--- src/rtl/uart_pkg.sv ---
// Shared UART types: parity selection, transmitter FSM states and line levels.
package uart_pkg;

    typedef enum logic [1:0] {
        PARITY_NONE,
        PARITY_EVEN,
        PARITY_ODD
    } parity_e;

    typedef enum logic [2:0] {
        IDLE,
        START,
        DATA,
        PARITY,
        STOP
    } tx_state_e;

    localparam logic StartBit = 1'b0;
    localparam logic StopBit  = 1'b1;

endpackage

--- src/rtl/uart_tx_frame.sv ---
// Parametrised UART transmitter: start, DataBits LSB-first, optional parity, StopBits stop bits.
// Paced by an external sample_trigger; valid/ready byte handshake, one done pulse per frame.
module uart_tx_frame
    import uart_pkg::*;
#(
    parameter int      DataBits      = 8,
    parameter int      SamplesPerBit = 16,
    parameter parity_e Parity        = PARITY_NONE,
    parameter int      StopBits      = 1
) (
    input  logic                clk,
    input  logic                rst,
    input  logic                sample_trigger,
    input  logic [DataBits-1:0] data,
    input  logic                valid,
    output logic                ready,
    output logic                serial_data,
    output logic                busy,
    output logic                done
);

    if (DataBits < 5 || DataBits > 9) begin : g_bad_databits
        $error("uart_tx_frame: DataBits must be in 5..9");
    end
    if (SamplesPerBit < 2 || SamplesPerBit > 256) begin : g_bad_spb
        $error("uart_tx_frame: SamplesPerBit must be in 2..256");
    end
    if (StopBits < 1 || StopBits > 2) begin : g_bad_stop
        $error("uart_tx_frame: StopBits must be 1 or 2");
    end

    localparam int SCW = $clog2(SamplesPerBit);
    localparam int BCW = $clog2(DataBits + 1);
    localparam logic [SCW-1:0] SampleLast = SCW'(SamplesPerBit - 1);
    localparam logic [BCW-1:0] DataLast   = BCW'(DataBits - 1);
    localparam logic [BCW-1:0] StopLast   = BCW'(StopBits - 1);

    tx_state_e           r_state, w_state_nxt;
    logic [SCW-1:0]      r_sample_cnt, w_sample_nxt;
    logic [BCW-1:0]      r_bit_cnt, w_bit_nxt;
    logic [DataBits-1:0] r_shift, w_shift_nxt;
    logic                r_parity, w_parity_nxt;
    logic                r_serial, w_serial_nxt;
    logic                r_done, w_done_nxt;
    logic                r_ready, r_busy;
    logic                w_bit_val;
    logic                w_bit_end;

    always_ff @(posedge clk) begin
        if (rst) begin
            r_state      <= IDLE;
            r_sample_cnt <= '0;
            r_bit_cnt    <= '0;
            r_shift      <= '0;
            r_parity     <= 1'b0;
            r_serial     <= StopBit;
            r_done       <= 1'b0;
            r_ready      <= 1'b0;
            r_busy       <= 1'b0;
        end else begin
            r_state      <= w_state_nxt;
            r_sample_cnt <= w_sample_nxt;
            r_bit_cnt    <= w_bit_nxt;
            r_shift      <= w_shift_nxt;
            r_parity     <= w_parity_nxt;
            r_serial     <= w_serial_nxt;
            r_done       <= w_done_nxt;
            r_ready      <= (w_state_nxt == IDLE);
            r_busy       <= (w_state_nxt != IDLE);
        end
    end

    always_comb begin
        w_state_nxt  = r_state;
        w_sample_nxt = r_sample_cnt;
        w_bit_nxt    = r_bit_cnt;
        w_shift_nxt  = r_shift;
        w_parity_nxt = r_parity;
        w_serial_nxt = r_serial;
        w_done_nxt   = 1'b0;
        w_bit_val    = StopBit;
        w_bit_end    = sample_trigger && (r_sample_cnt == SampleLast);

        unique case (r_state)
            IDLE: begin
                w_serial_nxt = StopBit;
                if (valid && r_ready) begin
                    w_state_nxt  = START;
                    w_shift_nxt  = data;
                    w_parity_nxt = (^data) ^ (Parity == PARITY_ODD);
                    w_sample_nxt = '0;
                    w_bit_nxt    = '0;
                end
            end
            START: begin
                w_bit_val = StartBit;
                if (w_bit_end) w_state_nxt = DATA;
            end
            DATA: begin
                w_bit_val = r_shift[0];
                if (w_bit_end) begin
                    w_shift_nxt = r_shift >> 1;
                    if (r_bit_cnt == DataLast) begin
                        w_bit_nxt   = '0;
                        w_state_nxt = (Parity != PARITY_NONE) ? PARITY : STOP;
                    end else begin
                        w_bit_nxt = r_bit_cnt + 1'b1;
                    end
                end
            end
            PARITY: begin
                w_bit_val = r_parity;
                if (w_bit_end) w_state_nxt = STOP;
            end
            STOP: begin
                // bit_cnt is reused to count stop bits
                if (w_bit_end) begin
                    if (r_bit_cnt == StopLast) begin
                        w_bit_nxt   = '0;
                        w_state_nxt = IDLE;
                        w_done_nxt  = 1'b1;
                    end else begin
                        w_bit_nxt = r_bit_cnt + 1'b1;
                    end
                end
            end
            default: w_state_nxt = IDLE;
        endcase

        // The line changes on the first trigger of each bit period
        if (r_state != IDLE && sample_trigger) begin
            if (r_sample_cnt == '0) w_serial_nxt = w_bit_val;
            w_sample_nxt = w_bit_end ? '0 : r_sample_cnt + 1'b1;
        end
    end

    assign ready       = r_ready;
    assign busy        = r_busy;
    assign serial_data = r_serial;
    assign done        = r_done;

endmodule

--- config.mk ---
export PLATFORM = sky130hd
export DESIGN_NAME = uart_tx_frame
export DESIGN_NICKNAME = d
export VERILOG_FILES = /design/src/rtl/uart_pkg.sv /design/src/rtl/uart_tx_frame.sv
export SDC_FILE = /design/constraint.sdc
export NUM_CORES = 1
export LEC_CHECK = 0
export CORE_ASPECT_RATIO = 0.7
export CORE_MARGIN = 2
export CORE_UTILIZATION = 40
export CTS_CLUSTER_SIZE = 30
export DETAILED_ROUTE_END_ITERATION = 10
export PLACE_DENSITY = 0.58
export SETUP_SLACK_MARGIN = 0.5
export SLEW_MARGIN = 20
export SYNTH_ARGS = -nofsm -noshare
export SYNTH_HDL_FRONTEND = slang
export SYNTH_SLANG_ARGS = --single-unit
--- constraint.sdc ---
create_clock -name clk -period 2.15 [get_ports clk]
set_input_delay 0.215 -clock clk [delete_from_list [all_inputs] [get_ports clk]]
set_output_delay 0.215 -clock clk [all_outputs]
set_load 0.02 [all_outputs]
==> impl_metrics.env, run 1 <==
export IMPL_whs_ns=0.4830
export IMPL_cts_buffers=3
export IMPL_r2r_start="r_state[2]"
export IMPL_end_kind="flip-flop"
export IMPL_path_delay_family="simple AND/OR/NAND/NOR gates"
export IMPL_hold_violations=0
export IMPL_dp_hpwl_um=2171
export IMPL_synthMuxAreaShare_pct=5.234
export IMPL_via_per_inst=5.563
export IMPL_synth_fa_ha_area_share_pct=3.738
export IMPL_cpPeakStageDelay_ns=0.60
export IMPL_dr_pass1_iters=4
export IMPL_crit_path_start="r_state[2]"
export IMPL_ys_ff_latch=24
export IMPL_start_util_pct=42.24
export IMPL_fin_nets=192
export IMPL_setup_viol=0
export IMPL_worstHoldPathType="reg2reg"
export IMPL_drive_gt1_share_pct=20.00
export IMPL_cp_depth=4
export IMPL_drt_total_wl_um=3029
export IMPL_ys_flop_type="dfxtp_1"
export IMPL_path_clk_slew_ns=0.08
export IMPL_synth_xor_area_share_pct=4.579
export IMPL_grt_use_total_pct=17.32
export IMPL_drv_cap=0
export IMPL_root_buffer="clkbuf_8"
export IMPL_h_tree_depth=1
export IMPL_r2r_end="r_shift[2]"
export IMPL_post_route_min_period_ns=1.570
export IMPL_dieWidth_um=73.15
export IMPL_num_rows=17
export IMPL_critPathKind="reg2reg"
export IMPL_grt_pass1_wl_um=5119
export IMPL_pwr_density_cell_nw_per_um2=563.0
export IMPL_worstSkewPairLatency_ns=0.26
export IMPL_endpoint="r_shift[2]"
export IMPL_ys_async_sr_fraction_pct=0
export IMPL_p_total_mw=0.9383
export IMPL_ys_types=37
export IMPL_synth_compound_area_share_pct=22.43
export IMPL_hold_buffers=0
export IMPL_place_congestion=0.8862
export IMPL_diodes=0
export IMPL_status="completed"
export IMPL_worst_slew_pin_slew_ns=0.4425
export IMPL_crit_slowest_cell="or3b_2"
export IMPL_cts_tree="done"
export IMPL_grt_ovfl_total=0
export IMPL_critPathLaunchType="flip-flop"
export IMPL_cp_max_fo=11
export IMPL_relSlewSlack_pct=70.25
export IMPL_critPathArrivalTime_ns=1.75
export IMPL_worstRegToRegCells=4
export IMPL_synthesis_area_um2=1339
export IMPL_grt_max_degree=14
export IMPL_vias=1185
export IMPL_route_detailed_drc=0
export IMPL_drt_iter0_drc=78
export IMPL_yosysTopAreaCellShare_pct=35.89
export IMPL_area_growth_pct=24.49
export IMPL_wire_per_inst_um=14.22
export IMPL_syn_nets=167
export IMPL_worst_path_buf_inv=1
export IMPL_finalCritPeriodShare_pct=73.01
export IMPL_clk_path_buf_depth=2
export IMPL_layout_common_cells="19 x dfxtp_1, 15 x clkdlybuf4s50_1, 14 x nor2_1"
export IMPL_synthCells=151
export IMPL_layout_commonest_cell="dfxtp_1"
export IMPL_avgSynthCellArea_um2=8.866
export IMPL_path_cells="or3b_2 > buf_4 > mux2i_1 > a211oi_1"
export IMPL_grt_pass1_vias=1092
export IMPL_yosysTopAreaCell="dfxtp_1"
export IMPL_rrSetupSlack_ns=0.58
export IMPL_antenna_left=0
export IMPL_peakVddDrop_mv=0.2653
export IMPL_synth_top_family_by_area="compound AO/OA/AOI/OAI gates"
export IMPL_rsz0062_at_grt="no"
export IMPL_pin_count=16
export IMPL_clock_sinks=24
export IMPL_io_buffers=15
export IMPL_ys_warn_count=0
export IMPL_slew_violations=0
export IMPL_synth_seq_area_share_pct=35.89
export IMPL_fin_setup_tns_ns=0
export IMPL_dp_slack_ns=0.1333
export IMPL_grt_antenna_before_repair=0
export IMPL_synthTopCellsByArea="dfxtp_1 36%, mux2i_1 5.2%, xnor2_1 4.6%, a21oi_1 4.1%, nor2_1 3.9%"
export IMPL_core_um2=3169
export IMPL_worstPathRequired_ns=2.34
export IMPL_synth_edff_count=0
export IMPL_die_area_um2=3833
export IMPL_finalClockSkew_ns=0.001608
export IMPL_fmax_ghz=0.6371
export IMPL_cellLeakagePower_nw=0.6244
export IMPL_synthSimpleGateAreaFrac_pct=21.31
export IMPL_setup_slack_ns=0.5803
export IMPL_chipHeight_um=52.41
## registers in the layout, indices dropped and copies added, names as in the netlist
| register | flops |
|---|---|
| r_bit_cnt | 4 |
| ready | 1 |
| r_sample_cnt | 4 |
| r_shift | 8 |
| r_parity | 1 |
| busy | 1 |
| r_state | 3 |
| serial_data | 1 |
| done | 1 |
## cell type report
class,instances,area [um2]
tap,38,47.55
multi-input combinational,113,798.3
fill,266,1503
timing repair buffer,27,252.7
clock buffer,4,55.05
inverter,7,26.28
sequential,24,486.7
## tightest hold or removal path, stage by stage, from the launching register on
cell	delay (ns)
dfxtp_2	0.34
nand2_1	0.06
a21oi_1	0.05
## where the power goes
group,total [mW],internal [mW],switching (mW)
clock network,0.303,0.163,0.140
logic,0.155,0.0793,0.0761
registers,0.480,0.465,0.0148
## logic make-up (layout without fill, tap and decap cells)
group                      Yosys count  count (layout)
and+or+nand+nor                     53              54
AOI/OAI and AO/OA                   41              41
DFF                                 24              24
buffers and inverters               15              38
xor gates and xnor gates             7               7
muxes                                7               7
adders and majority gates            4               4
## metrics by stage
stage / area (um2) / instances / utilization (%)
6_report: 1667 / 213 / 52.59
5_1_grt: 1667 / 213 / 52.59
4_1_cts: 1598 / 207 / 50.41
3_5_place_dp: 1494 / 199 / 47.14
3_3_place_gp: 1494 / 199 / 47.14
2_1_floorplan: 1339 / 151 / -
## Yosys cell counts, types with 2 or more instances
master,n
buf_6,4
nand3_1,8
nand3b_1,2
nand2_1,10
nor3_1,7
nor2_1,14
clkbuf_1,2
ha_1,4
o21ai_0,4
o211ai_1,4
a21oi_1,11
a211oi_1,5
a21o_1,2
or3b_1,2
a211oi_2,2
mux2i_1,7
dfxtp_1,24
nor3b_1,3
a22oi_1,2
o22ai_4,2
inv_1,7
o21ai_1,3
o21a_1,2
xnor2_1,7
## routing by layer
metal | track usage [%] | up-vias | part of all wire, %
li1 | - | 596 | -
met1 | 22.96 | 562 | 50
met2 | 28.53 | 25 | 45
met3 | 4.038 | 2 | 4.6
met4 | 4.012 | 0 | 0.46
met5 | 0 | - | 0
## repair_timing
item / 4_1_cts / 5_1_grt
buffers inserted: 4 / 5
pin swaps: 2 / 1
setup endpoints to repair: 12 / 12
hold endpoints to repair: 0 / 0
cloned: 0 / 1
resized for setup: 2 / 10
## how the worst min path moves through the flow
stage	start	end	depth (start not counted)
4_1_cts	r_sample_cnt[1]	r_sample_cnt[1]	2
3_3_place_gp	r_sample_cnt[1]	r_sample_cnt[1]	2
3_5_place_dp	r_shift[6]	r_shift[6]	1
6_report	r_sample_cnt[1]	r_sample_cnt[1]	2
5_1_grt	r_sample_cnt[1]	r_sample_cnt[1]	2
2_1_floorplan	data[7]	r_shift[7]	2
Power figures use the tool's default switching activity.
==> inputs of run 2 (changes only) <==
clock period = 1.5 ns   (was 2.15 ns; I/O delays follow)
==> run 2 against run 1 <==
Critical endpoint is now r_bit_cnt[0]; utilization grew 12 points; highest routed layer unchanged; critical path type unchanged; flip-flop and latch count is the same; global-route usage grew 3.3 points; clock power grew 27%; setup slack lost 0.61 ns; combinational power grew 110%; clock-buffer cell count shrank 1; the run now ends with setup timing left; register-to-register slack lost 0.61 ns; die area is the same; critical path depth grew 2.
==> impl_metrics.env, run 2 (synthesis gave the netlist of run 1 again) <==
export IMPL_status="finished with violations"
export IMPL_violations="setup timing"
export IMPL_met2_usage_pct=36.49
export IMPL_largestRegisters="r_shift: 8 flops, r_bit_cnt: 4 flops, r_sample_cnt: 4 flops"
export IMPL_r2r_end="r_bit_cnt[0]"
export IMPL_fill_cells=271
export IMPL_dr_pass1_iters=4
export IMPL_fmax_ghz=0.6540
export IMPL_largest_reg_flops=8
export IMPL_die_area_um2=3833
export IMPL_rrSetupSlack_ns=-0.03
export IMPL_multi_input_area_um2=968.4
export IMPL_pin_count=16
export IMPL_pwr_density_cell_nw_per_um2=684.1
export IMPL_grt_pass1_wl_um=5920
export IMPL_drive_gt1_share_pct=48.73
export IMPL_crit_slowest_cell="or3b_4"
export IMPL_power_switching_mw=0.3784
export IMPL_endpoint="r_bit_cnt[0]"
export IMPL_grt_use_total_pct=20.66
export IMPL_p_total_mw=1.393
export IMPL_grt_pass1_vias=1272
export IMPL_path_clk_slew_ns=0.08
export IMPL_hold_buffers=0
export IMPL_post_route_min_period_ns=1.529
export IMPL_grt_antenna_before_repair=0
export IMPL_antenna_left=0
export IMPL_worstHoldPathType="reg2reg"
export IMPL_cpPeakStageDelay_ns=0.42
export IMPL_slew_violations=0
export IMPL_worst_path_buf_inv=2
export IMPL_grt_ovfl_total=0
export IMPL_p_int_mw=1.015
export IMPL_root_buffer="clkbuf_8"
export IMPL_chipHeight_um=52.41
export IMPL_h_tree_depth=1
export IMPL_setup_slack_ns=-0.02917
export IMPL_clk_path_buf_depth=2
export IMPL_worst_slew_pin_slew_ns=0.3337
export IMPL_grt_use_met1_pct=26.10
export IMPL_dp_hpwl_um=2411
export IMPL_r2r_start="r_state[0]"
export IMPL_peakVddDrop_mv=0.3852
export IMPL_setup_viol=2
export IMPL_clock_sinks=24
export IMPL_dieWidth_um=73.15
export IMPL_finalCritPeriodShare_pct=101.9
export IMPL_critPathLaunchType="flip-flop"
export IMPL_critPathKind="reg2reg"
export IMPL_rsz0062_at_grt="yes"
export IMPL_end_kind="flip-flop"
export IMPL_clkPwrFrac_pct=27.6
export IMPL_place_congestion=0.8821
export IMPL_core_um2=3169
export IMPL_grt_max_degree=15
export IMPL_num_rows=17
export IMPL_regMostFlops="r_shift"
export IMPL_grt_util_met3_pct=3.654
export IMPL_vias=1283
export IMPL_path_delay_family="compound AO/OA/AOI/OAI gates"
export IMPL_worstRegToRegCells=6
export IMPL_hold_violations=0
export IMPL_relSlewSlack_pct=77.73
export IMPL_layout_common_cells="24 x buf_4, 15 x dfxtp_1, 11 x clkdlybuf4s50_1, 11 x buf_6, 9 x nand2_1"
export IMPL_finalClockSkew_ns=0.004585
export IMPL_busiest_layer="met2"
export IMPL_drt_iter0_drc=49
export IMPL_p_sw_share_pct=27.16
export IMPL_worstPathRequired_ns=1.70
export IMPL_wire_per_inst_um=15.38
export IMPL_seq_area_um2=496.7
export IMPL_cts_tree="done"
export IMPL_cp_max_fo=5
export IMPL_via_per_inst=5.460
export IMPL_drt_total_wl_um=3615
export IMPL_area_growth_pct=52.15
export IMPL_path_cells="buf_6 > or3b_4 > a21oi_2 > buf_4 > o211ai_1 > a21oi_1"
export IMPL_route_detailed_drc=0
export IMPL_start_util_pct=42.24
export IMPL_cellLeakagePower_nw=0.7937
export IMPL_worstSkewPairLatency_ns=0.27
export IMPL_critPathArrivalTime_ns=1.73
export IMPL_whs_ns=0.5048
export IMPL_cp_depth=6
export IMPL_combPwrFrac_pct=23.0
export IMPL_layout_commonest_cell="buf_4"
export IMPL_io_buffers=15
export IMPL_crit_path_start="r_state[0]"
export IMPL_drv_cap=0
export IMPL_fin_nets=215
export IMPL_diodes=0
export IMPL_cts_buffers=3
export IMPL_sequentialPowerShare_pct=49.3
## run 2: cell count changes in the layout (fill, tap and decap cells not counted), sizes merged
cell	delta
buf	+28
clkdlybuf4s50	-4
clkbuf	-1
or3b	-1
## run 2: worst min-delay path by stage
| stage | endpoint | cells past startpoint | slack [ns] | startpoint |
|---|---|---|---|---|
| final | r_shift[6] | 1 | 0.50 | r_shift[6] |
| after detailed placement | r_shift[6] | 1 | 0.49 | r_shift[6] |
| after CTS | r_shift[3] | 2 | 0.51 | r_shift[3] |
| after floorplan | r_shift[7] | 2 | 0.29 | data[7] |
| after global routing | r_shift[7] | 3 | 0.52 | data[7] |
| after global placement | r_bit_cnt[0] | 2 | 0.48 | r_bit_cnt[0] |
## run 2: per-layer routing
| layer | vias to the layer above | wire [um] |
|---|---|---|
| li1 | 637 | - |
| met1 | 628 | 1655 |
| met2 | 15 | 1833 |
| met3 | 3 | 95 |
| met4 | 0 | 30 |
| met5 | - | 0 |
## run 2: layout make-up
cell class,instances,share of cell area (%)
multi-input cells,112,47.54
flip-flops and latches,24,24.39
repair buffers,51,22.30
well taps,38,2.334
clock buffers,3,2.027
inverters,7,1.413
## run 2: through the flow
step	TNS [ns]	cell area [um2]	util [%]	cells	setup slack, ns
5_1_grt	-0.8347	2037	64.27	235	-0.1086
3_5_place_dp	-0.4411	1689	53.30	216	-0.09333
6_report	-0.03600	2037	64.27	235	-0.02917
4_1_cts	-0.0006088	1998	63.05	233	-0.0006088
3_3_place_gp	-0.1651	1689	53.30	216	-0.04739
2_1_floorplan	0	1408	-	151	0.01947
## run 2: timing repair
item / 4_1_cts / 5_1_grt
gates resized for setup: 60 / 11
endpoints found under the setup margin: 28 / 27
setup buffers: 14 / 2
pin swaps: 20 / 4
hold endpoints to repair: 0 / 0
## run 2: power by group through the flow
| stage | logic, mW | registers [mW] | clock network, mW |
|---|---|---|---|
| after floorplan | 0.146 | 0.702 | 0 |
| after global placement | 0.245 | 0.700 | 0 |
| after detailed placement | 0.251 | 0.700 | 0 |
| after CTS | 0.304 | 0.686 | 0.392 |
| after global routing | 0.348 | 0.692 | 0.430 |
| final | 0.321 | 0.687 | 0.385 |
## run 2: worst reg2reg max path, cell delays in order (launching register included)
cell and delay [ns]:
dfxtp_2 0.34, buf_6 0.11, or3b_4 0.42, a21oi_2 0.17, buf_4 0.15, o211ai_1 0.10
a21oi_1 0.16
